**src/rtl/fwd_hazard_unit.sv**
```systemverilog
// Operand-forwarding and load-use stall controller feeding the EX-stage operand muxes.
// Optional FWD_STATS_EN adds saturating stall/forward event counters.
module fwd_hazard_unit #(
    parameter int REG_AW = 5,
    parameter int CNT_W  = 16
) (
    input  logic              clk_i,
    input  logic              rst_i,
    input  logic              id_valid_i,
    input  logic [REG_AW-1:0] id_rs_i,
    input  logic [REG_AW-1:0] id_rt_i,
    input  logic [REG_AW-1:0] id_rd_i,
    input  logic              id_regwrite_i,
    input  logic              id_memread_i,
    input  logic              flush_i,
    output logic              stall_o,
    output logic [1:0]        fwd_a_o,
    output logic [1:0]        fwd_b_o
`ifdef FWD_STATS_EN
    ,
    output logic [CNT_W-1:0]  stall_cnt_o,
    output logic [CNT_W-1:0]  fwd_cnt_o
`endif
);

    localparam logic [1:0] SEL_ID  = 2'b00;
    localparam logic [1:0] SEL_MEM = 2'b01;
    localparam logic [1:0] SEL_WB  = 2'b10;

    if (CNT_W < 1) begin : g_cnt_w_chk
        $error("fwd_hazard_unit: CNT_W must be at least 1");
    end

    typedef struct packed {
        logic              valid;
        logic [REG_AW-1:0] rd;
        logic              regwrite;
        logic              memread;
        logic [REG_AW-1:0] rs;
        logic [REG_AW-1:0] rt;
    } ex_slot_t;

    // Past EX only the writer identity matters, so MEM/WB drop the source fields.
    typedef struct packed {
        logic              valid;
        logic              regwrite;
        logic [REG_AW-1:0] rd;
    } late_slot_t;

    ex_slot_t   ex_q;
    late_slot_t mem_q;
    late_slot_t wb_q;

    logic ex_wr;
    logic mem_wr;
    logic wb_wr;

    assign ex_wr  = ex_q.valid  & ex_q.regwrite  & (ex_q.rd  != '0);
    assign mem_wr = mem_q.valid & mem_q.regwrite & (mem_q.rd != '0);
    assign wb_wr  = wb_q.valid  & wb_q.regwrite  & (wb_q.rd  != '0);

    assign stall_o = id_valid_i & ~flush_i & ex_wr & ex_q.memread &
                     ((ex_q.rd == id_rs_i) | (ex_q.rd == id_rt_i));

    always_ff @(posedge clk_i or posedge rst_i) begin
        if (rst_i) begin
            ex_q  <= '0;
            mem_q <= '0;
            wb_q  <= '0;
        end else begin
            wb_q  <= mem_q;
            mem_q <= '{valid: ex_q.valid, regwrite: ex_q.regwrite, rd: ex_q.rd};
            if (flush_i || stall_o) begin
                ex_q <= '0;
            end else begin
                ex_q <= '{valid: id_valid_i, rd: id_rd_i, regwrite: id_regwrite_i,
                          memread: id_memread_i, rs: id_rs_i, rt: id_rt_i};
            end
        end
    end

    // MEM is checked first so the youngest producer wins on a double match.
    always_comb begin
        fwd_a_o = SEL_ID;
        fwd_b_o = SEL_ID;
        if (ex_q.valid) begin
            if (mem_wr && (mem_q.rd == ex_q.rs)) begin
                fwd_a_o = SEL_MEM;
            end else if (wb_wr && (wb_q.rd == ex_q.rs)) begin
                fwd_a_o = SEL_WB;
            end
            if (mem_wr && (mem_q.rd == ex_q.rt)) begin
                fwd_b_o = SEL_MEM;
            end else if (wb_wr && (wb_q.rd == ex_q.rt)) begin
                fwd_b_o = SEL_WB;
            end
        end
    end

`ifdef FWD_STATS_EN
    logic fwd_any;
    assign fwd_any = (fwd_a_o != SEL_ID) | (fwd_b_o != SEL_ID);

    always_ff @(posedge clk_i or posedge rst_i) begin
        if (rst_i) begin
            stall_cnt_o <= '0;
            fwd_cnt_o   <= '0;
        end else begin
            if (stall_o && (stall_cnt_o != '1)) begin
                stall_cnt_o <= stall_cnt_o + 1'b1;
            end
            if (fwd_any && (fwd_cnt_o != '1)) begin
                fwd_cnt_o <= fwd_cnt_o + 1'b1;
            end
        end
    end
`endif

endmodule
```
**config.mk**
```make
export PLATFORM = sky130hd
export DESIGN_NAME = fwd_hazard_unit
export DESIGN_NICKNAME = d
export VERILOG_FILES = /design/src/rtl/fwd_hazard_unit.sv
export SDC_FILE = /design/constraint.sdc
export NUM_CORES = 1
export LEC_CHECK = 0
export BUFFER_PORTS_ARGS = -buffer_cell sky130_fd_sc_hd__buf_2
export CORE_MARGIN = 1.5
export CORE_UTILIZATION = 48
export CTS_CLUSTER_SIZE = 30
export DETAILED_ROUTE_END_ITERATION = 8
export HOLD_SLACK_MARGIN = 0.05
export PLACE_DENSITY = 0.83
export SYNTH_ARGS = -nofsm -noshare
export SYNTH_HDL_FRONTEND = slang
export SYNTH_SLANG_ARGS = --single-unit
```
**constraint.sdc**
```tcl
create_clock -name clk_i -period 1.7 [get_ports clk_i]
set_input_delay 0.34 -clock clk_i [delete_from_list [all_inputs] [get_ports clk_i]]
set_output_delay 0.34 -clock clk_i [all_outputs]
set_load 0.02 [all_outputs]
```
* Word-level counts from Yosys, hierarchy flattened *
Index checks and enable logic that the tools add are counted.

word-level totals
  flip-flop bits (word level) = 32
  bits in latches = 0
  bits in writable memories = 0
  bits in read-only memories = 0
  output and inout port bits = 5
  logic and storage cells = 45
  memories kept = 0

operators by class
  $add $sub $neg = 0
  $mul = 0
  div/mod/pow operators = 0
  $lt $le $gt $ge = 0
  equality and inequality tests = 6
  shift operators = 0
  mux-type cells = 7
  bitwise logic cells = 12
  reductions and logical operators = 8

operator list
  operator             number
  equality test 5 bit  6
  2-to-1 mux 18 bit    1
  nonzero test 5 bit   3
  2-to-1 mux 2 bit     6
  AND 1 bit            10
  logical AND 1 bit    4
  logical OR 1 bit     1
  inverter 1 bit       1
  OR 1 bit             1

* Depth between registers and ports, before layout *
Gate-level depths: netlist (run 1).

  word-level depth = 7
  depth in mapped cells = 5
  gate-level depth less buffers = 4

* Worst setup path after synthesis (run 1) *
No wires, ideal clock.

  path kind = reg2out
  start = reg mem_q[3] (netlist bit)
  end = out fwd_a_o[1]
  arrival time = 1.705 ns
  data required time = 1.360 ns
  setup slack = -0.345 ns
  stages on the path, launching flop included = 5
  buffers on the path = 0
  cells stage by stage = dfrtp_1 -> or4_1 -> o211ai_1 -> nor4_1 -> nor3_1

on the way
  word-level cells in the longest chain between the ends = 5
  elaborated cells on any way between the ends = 6
  those cells by class = eq/ne: 1; mux: 2; bitwise: 1; reduce/logical: 2

ends and longest elaborated chain
  item                    RTL line  text
  start, declared         51        late_slot_t mem_q;
  start signal, assigned  72        mem_q <= '{valid: ex_q.valid, regwrite: ex_q.regwrite, rd: ex_q.rd};
  nonzero test 5 bit      59        assign mem_wr = mem_q.valid & mem_q.regwrite & (mem_q.rd != '0);
  AND 1 bit               59
  logical AND 1 bit *     87        if (mem_wr && (mem_q.rd == ex_q.rs)) begin
  2-to-1 mux 2 bit *      87
  2-to-1 mux 2 bit *      86        if (ex_q.valid) begin
  end, declared           17        output logic [1:0] fwd_a_o,

Mark *: on every way between the ends. The rest lies on a longest branch, timed or not.

* Worst setup path in the final report (run 1) *
  start = reg mem_q[3] (netlist bit)
  end = out fwd_a_o[0]

Same word-level chain as after synthesis.

==> results of run 1 <==
==> placed cells by master (no fill, tap or decap), types with 5 or more instances in the layout <==
| cell | instances |
|---|---|
| a21oi_1 | 8 |
| dfrtp_1 | 32 |
| xnor2_1 | 20 |
| buf_2 | 22 |
| nand2b_1 | 18 |
| xor2_1 | 10 |
| a21oi_2 | 10 |
| clkbuf_4 | 5 |
| buf_4 | 18 |
| nand3_1 | 6 |
==> final timing paths <==
| check | end | slack [ns] | cells past startpoint |
|---|---|---|---|
| setup / recovery | fwd_a_o[0] | -0.52 | 5 |
| hold / removal | ex_q[10]$_DFF_PP0_ | 0.08 | 3 |
| setup reg to reg | ex_q[4]$_DFF_PP0_ | 0.06 | 5 |
| hold reg to reg | wb_q[6]$_DFF_PP0_ | 0.38 | 0 |
| max in group asynchronous | ex_q[3]$_DFF_PP0_ | 1.33 | 3 |
| min in group clk_i | ex_q[14]$_DFF_PP0_ | 0.24 | 3 |
==> per-stage QoR <==
stage,setup WS [ns],power (mW),cells,setup TNS (ns)
after CTS,-0.553,1.54,217,-2.49
after global routing,-0.613,1.61,217,-2.78
after global placement,-0.133,1.06,210,-0.543
after floorplan,-0.125,0.976,128,-0.372
after detailed placement,-0.178,1.07,210,-0.756
final,-0.522,1.52,217,-2.35
==> worst max-delay path, stage by stage (launching register included) <==
cell	delay, ns
dfrtp_1	0.38
or4_1	0.53
o211ai_1	0.23
nor4_1	0.12
and2_1	0.16
buf_2	0.15
==> cell families (layout without fill, tap and decap cells) <==
group | Yosys count | count (layout) | synth area share (%)
simple gates | 41 | 41 | 17.2
flops | 32 | 32 | 53.2
xor+xnor | 30 | 30 | 17.4
compound gates | 21 | 21 | 10.4
buf+inv | 4 | 49 | 1.83
==> metal layers <==
layer / track usage [%] / wire (µm) / part of all wire [%] / up-vias
met5: 0 / 0 / 0 / -
met4: 8.44 / 58 / 2.0 / 0
met3: 5.90 / 115 / 4.0 / 6
met2: 32.9 / 1520 / 53 / 30
met1: 22.6 / 1190 / 41 / 510
li1: - / - / - / 520
==> sequential cells by signal, indices dropped and copies added (netlist names) <==
signal	count
wb_q	7
ex_q	18
mem_q	7
==> synthesized netlist by cell type <==
cell / instances / area (µm²)
a21oi_1: 8 / 40.0
a21oi_2: 10 / 87.6
and2_1: 2 / 12.5
and2_2: 1 / 7.51
buf_2: 1 / 5.00
buf_8: 1 / 15.0
clkbuf_1: 1 / 3.75
dfrtp_1: 32 / 801
inv_1: 1 / 3.75
nand2_1: 3 / 11.3
nand2b_1: 18 / 113
nand3_1: 6 / 30.0
nor2_2: 1 / 6.26
nor3_1: 4 / 20.0
nor4_1: 2 / 12.5
nor4b_4: 1 / 23.8
o2111ai_1: 1 / 8.76
o211ai_1: 1 / 7.51
o22ai_2: 1 / 12.5
or4_1: 3 / 22.5
xnor2_1: 20 / 175
xor2_1: 10 / 87.6
==> timing repair <==
item / 4_1_cts / 5_1_grt
gates resized for setup: 6 / 0
pin swaps: 4 / 0
hold buffers: 0 / 0
setup endpoints to repair: 5 / 5
==> power by group through the flow <==
stage	registers (mW)	clock network, mW	logic (mW)
6_report	0.829	0.463	0.224
5_1_grt	0.834	0.525	0.247
4_1_cts	0.829	0.481	0.227
3_5_place_dp	0.844	0	0.224
3_3_place_gp	0.841	0	0.215
2_1_floorplan	0.844	0	0.132
==> layout make-up <==
cell class | count | area, µm² | share of cell area [%]
clock buffers | 7 | 65.1 | 3.46
inverters | 1 | 3.75 | 0.200
multi-input cells | 92 | 698 | 37.2
flip-flops and latches | 32 | 801 | 42.6
well taps | 44 | 55.1 | 2.93
repair buffers | 41 | 256 | 13.6
==> impl.org, run 1 <==
** Clocking
- Worst-skew pair later-pin latency :: 0.32 ns
- Number of setup buffers added after CTS :: 0
- The cell sitting at the root of the clock tree is a clkbuf_4.
- CTS built an H-tree with a depth of 2.
- After clock tree synthesis, the clock-pin slew on the worst setup and hold paths is 0.09 ns.
- Maximum root-to-sink buffer count :: 2
- Num Clock Sinks :: 32
- TritonCTS built the clock tree.
- Number of buffers created by CTS :: 5

** Power and ir drop
- Switch Pwr :: 0.369 mW
- Registers are responsible for 54.7% of the overall power.
- Per report_power, the combinational group accounts for 14.8% of the total.
- Dividing total power by cell area gives a power density of 807 mW/mm².
- Worst voltage drop across the vdd grid :: 0.462 mV
- Total internal power :: 1.15 mW
- Net switching is 24.3% of the power.
- Leakage dissipation :: 0.865 nW
- Clk pwr share :: 30.6%

** Finish
- P&R area growth vs syn :: 24.8%
- Of the cells placed in the final design, the portion with a size suffix greater than 1 is 37.6%.
- Util after Layout :: 62.1%
- Diode insertion count for antenna repair :: 0
- Net count, final :: 194
- Cell area after layout :: 0.00188 mm²
- Layout filler cell count :: 254

** Die
- The die covers 0.00348 mm².
- The floorplan has 20 rows.
- 26 I/O pins were placed.
- From left edge to right edge, the die measures 59.0 µm.
- The die is 59.0 µm tall.
- Core Region :: 0.00303 mm²
- For this configuration, the core starts out at a cell density of 49.8%.

** Detailed routing
- Summing over every cut layer, the via total after detailed routing is 1,066.
- Post-DR vias/cell :: 4.91
- Antenna violation net count after detailed routing :: 0
- After the first detailed-routing iteration, the DRC count stood at 32.
- In the final routed layout, each cell accounts on average for 13.3 µm.
- DRC violations left :: 0
- Wires add up to 2880 µm.
- Before antenna repair, the detailed router went through 3 iterations.

** Placed design
- At the end of routability-driven placement, the weighted congestion stood at 0.846.
- Once detailed placement completed, the half-perimeter wirelength came to 2240 µm.
- Once placement finished, the instance area stood at 0.00179 mm².
- # port buffers :: 25

** Outcome
- Outcome :: finished with violations
- Violations in the final reports :: negative setup slack

** Timing
- Setup slack on the critical path of the routed design comes to -0.522 ns.
- The count of final max-slew check failures came to 0.
- In this run the tightest slew margin relative to its limit is 71.4%.
- The total count of hold-check failures in the final report was 0.
- Minimum period implied by the final worst setup slack :: 2.22 ns
- Final hold analysis gives a worst-case slack of 0.0785 ns.
- The worst path uses 131% of the clock period.
- Unrepaired setup endpoints after global routing :: yes
- Maximum clock rate :: 450 MHz
- Setup violations remaining at the end of the flow were counted as 5.
- Worst-case clock skew :: 0.0118 ns
- Actual transition at the worst max-transition pin :: 0.426 ns

** GRT
- Entering global routing, the biggest net connects 33 pins.
- Leftover overflow at the end of global routing :: 0
- Number of antenna violations at the first check in global routing :: 0
- The first global-routing pass estimated 4860 µm of wire.
- Global routing used 19.4% of the available tracks across all layers.
- The via count of the first global-routing pass was 1,144.

** Synthesis
- Counting flops and latches in the post-synthesis netlist gives 32.
- After synthesis the cells add up to 0.00151 mm².
- After synthesis, the mean cell area works out to 11.8 µm².
- In the synthesized netlist, the number of instances is 128.
- Synthesis produced a netlist with a net count of 149.
- Syn. warnings :: 0
- Distinct cell type count after synthesis :: 22
- Sequential elements use 53.2% of the synthesized area.

** Worst setup path
- STA puts the critical path data required time at 1.36 ns.
- Reg-to-reg critical path startpoint :: ex_q[14]$_DFF_PP0_
- By startpoint and endpoint, the worst setup path is classified as reg -> out.
- Critical path peak fanout :: 2
- Worst setup path start :: mem_q[3]$_DFF_PP0_
- Sort of element at the start of the critical path :: flop
- The worst setup path is captured at an output pin.
- Signal arrival time at the worst endpoint :: 1.88 ns

** Job
- Max-cap violations :: 0

** Min path
- Worst hold path type :: in -> async
Note: power is estimated with default switching activity, not from simulation.
==> run 2: changes to the inputs <==
--- a/config.mk
+++ b/config.mk
@@ -8,10 +8,13 @@
 export BUFFER_PORTS_ARGS = -buffer_cell sky130_fd_sc_hd__buf_2
 export CORE_MARGIN = 1.5
 export CORE_UTILIZATION = 48
+export CTS_BUF_LIST = sky130_fd_sc_hd__clkbuf_4 sky130_fd_sc_hd__clkbuf_8
 export CTS_CLUSTER_SIZE = 30
 export DETAILED_ROUTE_END_ITERATION = 8
 export HOLD_SLACK_MARGIN = 0.05
 export PLACE_DENSITY = 0.83
+export RECOVER_POWER = 25
+export SLEW_MARGIN = 20
 export SYNTH_ARGS = -nofsm -noshare
 export SYNTH_HDL_FRONTEND = slang
 export SYNTH_SLANG_ARGS = --single-unit
==> run 2 against run 1 <==
The flow still finishes with violations (negative setup slack); die area stayed put; first-iteration DRC count unchanged; flip-flop and latch count did not move; hold slack gained 0.13 ns; count of clock-buffer cells in the layout unchanged; critical path type unchanged; critical endpoint unchanged.
==> impl.org, run 2 (synthesized netlist as in run 1, its figures left out) <==
** Outcome
- Outcome :: finished with violations
- Violations in the final reports :: negative setup slack

** Power and ir drop
- Switch Pwr :: 0.369 mW (about the same)
- The share of power burned in the clock network is 30.6% (about the same).
- The switching fraction of total power is 24.3% (about the same).
- The sequential share of power is 54.7% (about the same).
- The cell-internal power is 1.15 mW (about the same).
- Power per cell area :: 808 mW/mm² (about the same)
- The static leakage power is 0.864 nW (about the same).
- Combinational share of power :: 14.7% (about the same)
- The maximum vdd drop is 0.462 mV (about the same).

** Timing
- The worst clock skew on the final layout was 0.0118 ns (-0.0000147 ns).
- The final worst slack came to -0.522 ns (unchanged).
- The final-report setup violation count is 5 (unchanged).
- Maximum clock rate :: 450 MHz (unchanged)
- The final period demand of the worst path was 2.22 ns (unchanged).
- Final-report hold violation count :: 0 (unchanged)
- The final cycle utilization of the critical path was 131% (unchanged).
- The count of final max-slew check failures is 0 (unchanged).
- Setup repair after global routing could not meet its margin everywhere.
- Actual transition at the worst max-transition pin :: 0.735 ns (+0.309 ns)
- Worst max-slew margin expressed relative to the limit :: 51.0% (-20 points)

** Worst setup path
- Walking the worst path, the cells encountered are or4_1, o211ai_1, nor4_1, and2_1, buf_2.
- Among all stages on the critical path, the largest delay is contributed by or4_1.
- Critical path peak fanout :: 2 (unchanged)
- The worst path arrival time came to 1.88 ns (about the same).
- Setup CP Type :: reg -> out
- The required time of the critical path was 1.36 ns (about the same).
- Category of the worst setup path capture point :: output pin
- Sort of element at the start of the critical path :: flop
- The largest incremental delay on the critical path came to 0.53 ns (about the same).

** GRT
- The global-route wire length before repair is 4860 µm (unchanged).
- Leftover overflow at the end of global routing :: 0 (unchanged)
- Pin count of the biggest net entering global routing :: 33 (unchanged)
- Number of antenna violations at the first check in global routing :: 0 (unchanged)
- The overall track demand over capacity in global routing came to 19.4% (unchanged).
- Number of global-route vias before repair :: 1,144 (unchanged)

** Detailed routing
- The post-detailed-routing wire length came to 2880 µm (about the same).
- Wire length per cell after detailed routing :: 13.3 µm (about the same)
- The initial detailed-routing violation count was 32 (unchanged).
- The number of optimization iterations in the first detailed-route pass came to 3 (unchanged).
- The vias after detailed routing came to 1,065 (-0.094%).
- Antenna violation net count after detailed routing :: 0 (unchanged)
- Highest metal layer with signal wires :: met4
- Routed metal-1 wire length :: 1190 µm (about the same)
- Post-DR vias/cell :: 4.91 (about the same)
- Routed wire length on met3 :: 115 µm (unchanged)
- Total met2 wirelength after detailed routing :: 1520 µm (unchanged)
- DRC violations left :: 0 (unchanged)

** Placed design
- Final weighted congestion in routability-driven placement :: 0.846 (unchanged)
- The count of input and output buffers is 25 (unchanged).
- Worst Setup Slack post-DPL :: -0.178 ns (unchanged)
- Cell total after placement :: 210 (unchanged)
- Hpwl dp :: 2240 µm (unchanged)

** Clocking
- Worst-skew pair later-pin latency :: 0.32 ns (about the same)
- The level count of the clock H-tree came to 2 (unchanged).
- Num Clock Sinks :: 32 (unchanged)
- Maximum root-to-sink buffer count :: 2 (unchanged)
- TritonCTS built the clock tree.
- Number of setup buffers added after CTS :: 0 (unchanged)
- Clock Tree Root :: clkbuf_4
- Number of buffers created by CTS :: 5 (unchanged)
- The number of buffers inserted for hold repair after clock tree synthesis was 0 (unchanged).
- Clock transition time at the flip-flop clock pins of the worst setup and hold paths :: 0.09 ns (about the same)

** Die
- The area of the die was 0.00348 mm² (unchanged).
- Effective utilization at floorplan :: 49.8% (unchanged)
- The die span in y is 59.0 µm (unchanged).
- I/O pin cnt :: 26 (unchanged)
- The standard-cell row count is 20 (unchanged).
- The chip width was 59.0 µm (unchanged).
- Core Region :: 0.00303 mm² (unchanged)

** Finish
- The fill cell total of the finished layout came to 254 (unchanged).
- Final Non-Filler Cells :: 217 (unchanged)
- Register with the most flip-flops :: ex_q
- Proportion of layout cells with a drive suffix above 1 :: 37.6% (unchanged)
- Most frequent cells in the layout :: dfrtp_1, buf_2, xnor2_1
- The library cell used most frequently in the layout, excluding fill and tap cells, is dfrtp_1.
- The total area of sequential cells was 801 µm² (unchanged).
- The area growth from synthesis to layout is 24.6%.
- The net total in the final layout was 194 (unchanged).
- The number of antenna diodes came to 0 (unchanged).
- In the final layout, the registers with the most flip-flops are ex_q (18), mem_q (7), wb_q (7).
- The multi-input gate area in the final layout was 698 µm² (unchanged).
- Number of flip-flops in the largest register :: 18 (unchanged)

** Job
- The number of violations of the max-capacitance limit was 0 (unchanged).

** Min path
- The tightest min-delay check is of the in -> async type.
==> run 2: final cells by class <==
class	count	share of cell area (%)
inverters	1	0.200
flip-flops and latches	32	42.7
repair buffers	41	13.5
well taps	44	2.93
clock buffers	7	3.47
multi-input cells	92	37.2
==> run 2: metrics by stage <==
step           TNS (ns)  util [%]  power (mW)  cell area, µm²  hold slack, ns
2_1_floorplan    -0.372         -       0.976            1520           0.354
3_3_place_gp     -0.543      59.3        1.06            1790           0.365
3_5_place_dp     -0.756      59.3        1.07            1790           0.368
4_1_cts           -2.49      62.1        1.54            1880          0.0877
5_1_grt           -2.78      62.0        1.60            1880           0.221
6_report          -2.35      62.0        1.52            1880           0.211
==> run 2: power groups by stage <==
stage          logic [mW]  clock network [mW]  registers, mW
6_report            0.223               0.463          0.829
5_1_grt             0.246               0.525          0.834
4_1_cts             0.227               0.481          0.829
3_5_place_dp        0.224                   0          0.844
3_3_place_gp        0.215                   0          0.841
2_1_floorplan       0.132                   0          0.844
==> run 2: repair_timing <==
action                     CTS  global route
setup endpoints to repair    5             5
resized for setup            6             0
cloned                       0             0
pin swaps                    4             0
==> run 2: layer usage <==
layer / up-vias / track usage, %
met5: - / 0
met4: 0 / 8.44
met3: 6 / 5.90
met2: 30 / 32.9
met1: 509 / 22.6
li1: 520 / -
==> run 2: path summary, 6_finish.rpt <==
check | start | end | slack, ns | cells after the start
max in group asynchronous | rst_i | ex_q[3]$_DFF_PP0_ | 1.01 | 3
min reg2reg | mem_q[6]$_DFF_PP0_ | wb_q[6]$_DFF_PP0_ | 0.38 | 0
min | rst_i | ex_q[10]$_DFF_PP0_ | 0.21 | 3
min in group clk_i | id_rd_i[2] | ex_q[14]$_DFF_PP0_ | 0.24 | 3
max reg2reg | ex_q[14]$_DFF_PP0_ | ex_q[4]$_DFF_PP0_ | 0.06 | 5
max | mem_q[3]$_DFF_PP0_ | fwd_a_o[0] | -0.52 | 5
==> run 2: worst max-delay path, delay by kind of cell (launching register included) <==
kind                   cells  cell delay (ns)
DFF                        1             0.38
AOI/OAI and AO/OA          1             0.23
buffers and inverters      1             0.15
and+or+nand+nor            3             0.81
==> run 3: changes to the inputs <==
--- a/config.mk
+++ b/config.mk
@@ -14,6 +14,7 @@
 export HOLD_SLACK_MARGIN = 0.05
 export PLACE_DENSITY = 0.83
 export RECOVER_POWER = 25
+export SKIP_CTS_REPAIR_TIMING = 1
 export SLEW_MARGIN = 20
 export SYNTH_ARGS = -nofsm -noshare
 export SYNTH_HDL_FRONTEND = slang
==> run 3 against run 2 <==
The run still ends with negative setup slack left; wire length is the same; first-iteration DRC count unchanged; die area unchanged.
==> impl.org, run 3 (synthesized netlist as in run 1, its figures left out) <==
** Outcome
- The flow ran to the end, but the final reports show violations.
- Violations in the final reports :: negative setup slack

** Clocking
- Worst-skew pair later-pin latency :: 0.32 ns (about the same)
- Number of buffers created by CTS :: 5 (unchanged)
- The buffer levels on the longest clock path was 2 (unchanged).
- The clock net sink count was 32 (unchanged).
- The level count of the clock H-tree came to 2 (unchanged).
- The clock-pin slew on the worst setup and hold paths came to 0.09 ns (about the same).
- The root buffer cell chosen for the clock tree is clkbuf_4.
- TritonCTS clock tree :: yes

** Job
- Max-cap violations :: 0 (unchanged)

** Placed design
- Placed cell area :: 0.00179 mm² (unchanged)
- Hpwl dp :: 2240 µm (unchanged)
- The weighted congestion reported at the end of routability-driven placement came to 0.846 (unchanged).
- # port buffers :: 25 (unchanged)

** Timing
- Minimum period implied by the final worst setup slack :: 2.22 ns (unchanged)
- Worst max-slew margin expressed relative to the limit :: 51.0% (unchanged)
- Setup violators final :: 5 (unchanged)
- Maximum clock rate :: 450 MHz (unchanged)
- Worst Slack Setup Final :: -0.522 ns (unchanged)
- The final cycle utilization of the critical path was 131% (unchanged).
- Setup repair after global routing could not meet its margin everywhere.
- Actual transition at the worst max-transition pin :: 0.735 ns (unchanged)
- The worst clock skew on the final layout came to 0.0118 ns (unchanged).
- Slew Viols, Final :: 0 (unchanged)
- The total count of hold-check failures in the final report came to 0 (unchanged).

** Power and ir drop
- The power consumption is 1.52 mW (unchanged).
- The static leakage power was 0.864 nW (unchanged).
- Worst voltage drop across the vdd grid :: 0.462 mV (unchanged)
- Power per cell area :: 808 mW/mm² (unchanged)

** Die
- Area of the die :: 0.00348 mm² (unchanged)
- The die span in y came to 59.0 µm (unchanged).
- The initial cell density of the core came to 49.8% (unchanged).
- The standard-cell row count is 20 (unchanged).
- The number of top-level design ports was 26 (unchanged).
- Core Region :: 0.00303 mm² (unchanged)
- Overall die width :: 59.0 µm (unchanged)

** GRT
- Wire length of the first global-routing pass :: 4810 µm (-1.1%)
- The pin count of the biggest net entering global routing was 33 (unchanged).
- The initial antenna violation count came to 0 (unchanged).
- The overall track demand over capacity in global routing was 19.2% (-0.19 points).
- Number of global-route vias before repair :: 1,146 (+0.17%)
- The global-route congestion overflow total is 0 (unchanged).

** Detailed routing
- Antenna violation net count after detailed routing :: 0 (unchanged)
- Highest metal layer with signal wires :: met4
- Initial drt markers :: 32 (unchanged)
- The met2 routed wirelength came to 1520 µm (unchanged).
- DRC violations left :: 0 (unchanged)
- The detailed-route vias per instance is 4.91 (unchanged).
- Routed metal-1 wire length :: 1190 µm (unchanged)
- Routed wire length on met3 :: 115 µm (unchanged)
- The routed wire length per instance is 13.3 µm (unchanged).
- The post-detailed-routing wire length was 2880 µm (unchanged).
- The number of optimization iterations in the first detailed-route pass is 3 (unchanged).
- Detailed-route via count :: 1,065 (unchanged)

** Finish
- The library cells used most frequently in the layout, excluding fill and tap cells, are dfrtp_1, buf_2, xnor2_1.
- Biggest regs :: ex_q (18), mem_q (7), wb_q (7)
- Most common library cell in the layout ignoring fill and taps :: dfrtp_1
- Proportion of layout cells with a drive suffix above 1 :: 37.6% (unchanged)
- P&R area growth vs syn :: 24.6% (unchanged)
- The flip-flop count of the largest register, all copies and words added was 18 (unchanged).
- Net count, final :: 194 (unchanged)
- Register with the most flip-flops :: ex_q
- The area of all placed cells without fillers was 0.00188 mm² (unchanged).
- Diode insertion count for antenna repair :: 0 (unchanged)

** Worst setup path
- The worst setup path is captured at an output pin.
- On the critical path the largest part of the delay comes from simple AND/OR/NAND/NOR gates.
- Setup CP Type :: reg -> out
- STA classifies the critical path startpoint as a flop.
- Walking the worst path, the cells encountered are or4_1, o211ai_1, nor4_1, and2_1, buf_2.
- The maximum fanout encountered on the critical timing path was 2 (unchanged).
- Slowest-stage cell, CP :: or4_1
- The largest incremental delay on the critical path came to 0.53 ns (about the same).
- Worst path required time :: 1.36 ns (about the same)
- The worst path arrival time is 1.88 ns (about the same).
- Count of buffer and inverter cells on the critical path :: 1 (unchanged)

** Min path
- The tightest min-delay check is of the in -> async type.
-- run 3: cell counts in the layout (fill, tap and decap cells not counted) --
No cell type changed its count.
-- run 3: final timing paths --
check                                         from            endpoint  slack [ns]  depth (start not counted)
max in group asynchronous                    rst_i   ex_q[3]$_DFF_PP0_        1.01                          3
worst max register to register  ex_q[14]$_DFF_PP0_   ex_q[4]$_DFF_PP0_        0.06                          5
worst max-delay path            mem_q[3]$_DFF_PP0_          fwd_a_o[0]       -0.52                          5
worst min register to register  mem_q[6]$_DFF_PP0_   wb_q[6]$_DFF_PP0_        0.38                          0
min in group clk_i                      id_rd_i[2]  ex_q[14]$_DFF_PP0_        0.24                          3
worst min-delay path                         rst_i  ex_q[10]$_DFF_PP0_        0.21                          3
-- run 3: power breakdown --
group          total, mW  switching, mW  internal [mW]
Clock              0.463          0.229          0.234
Combinational      0.223          0.110          0.114
Sequential         0.829         0.0296          0.799
Total               1.52          0.369           1.15
-- run 3: cell type report --
cell class | count | area, µm²
multi-input combinational | 92 | 698
fill | 254 | 1150
clock buffer | 7 | 65.1
inverter | 1 | 3.75
sequential | 32 | 801
tap | 44 | 55.1
timing repair buffer | 41 | 254
-- run 3: worst min-delay path: stages --
cell and delay [ns]:
buf_2 0.10, inv_1 0.04, clkbuf_2 0.57
-- run 3: metal layers --
| metal | track usage [%] | vias up |
|---|---|---|
| met4 | 8.44 | 0 |
| met5 | 0 | - |
| met2 | 32.9 | 30 |
| li1 | - | 520 |
| met1 | 22.0 | 509 |
| met3 | 5.90 | 6 |
-- run 3: stage by stage --
step / worst slack, ns / setup TNS, ns / utilization (%) / hold WS, ns / std cells
final: -0.522 / -2.35 / 62.0 / 0.211 / 217
after global routing: -0.613 / -2.78 / 62.0 / 0.221 / 217
after CTS: -0.553 / -2.62 / 61.4 / 0.0877 / 217
after detailed placement: -0.178 / -0.756 / 59.3 / 0.368 / 210
after global placement: -0.133 / -0.543 / 59.3 / 0.365 / 210
after floorplan: -0.125 / -0.372 / - / 0.354 / 128
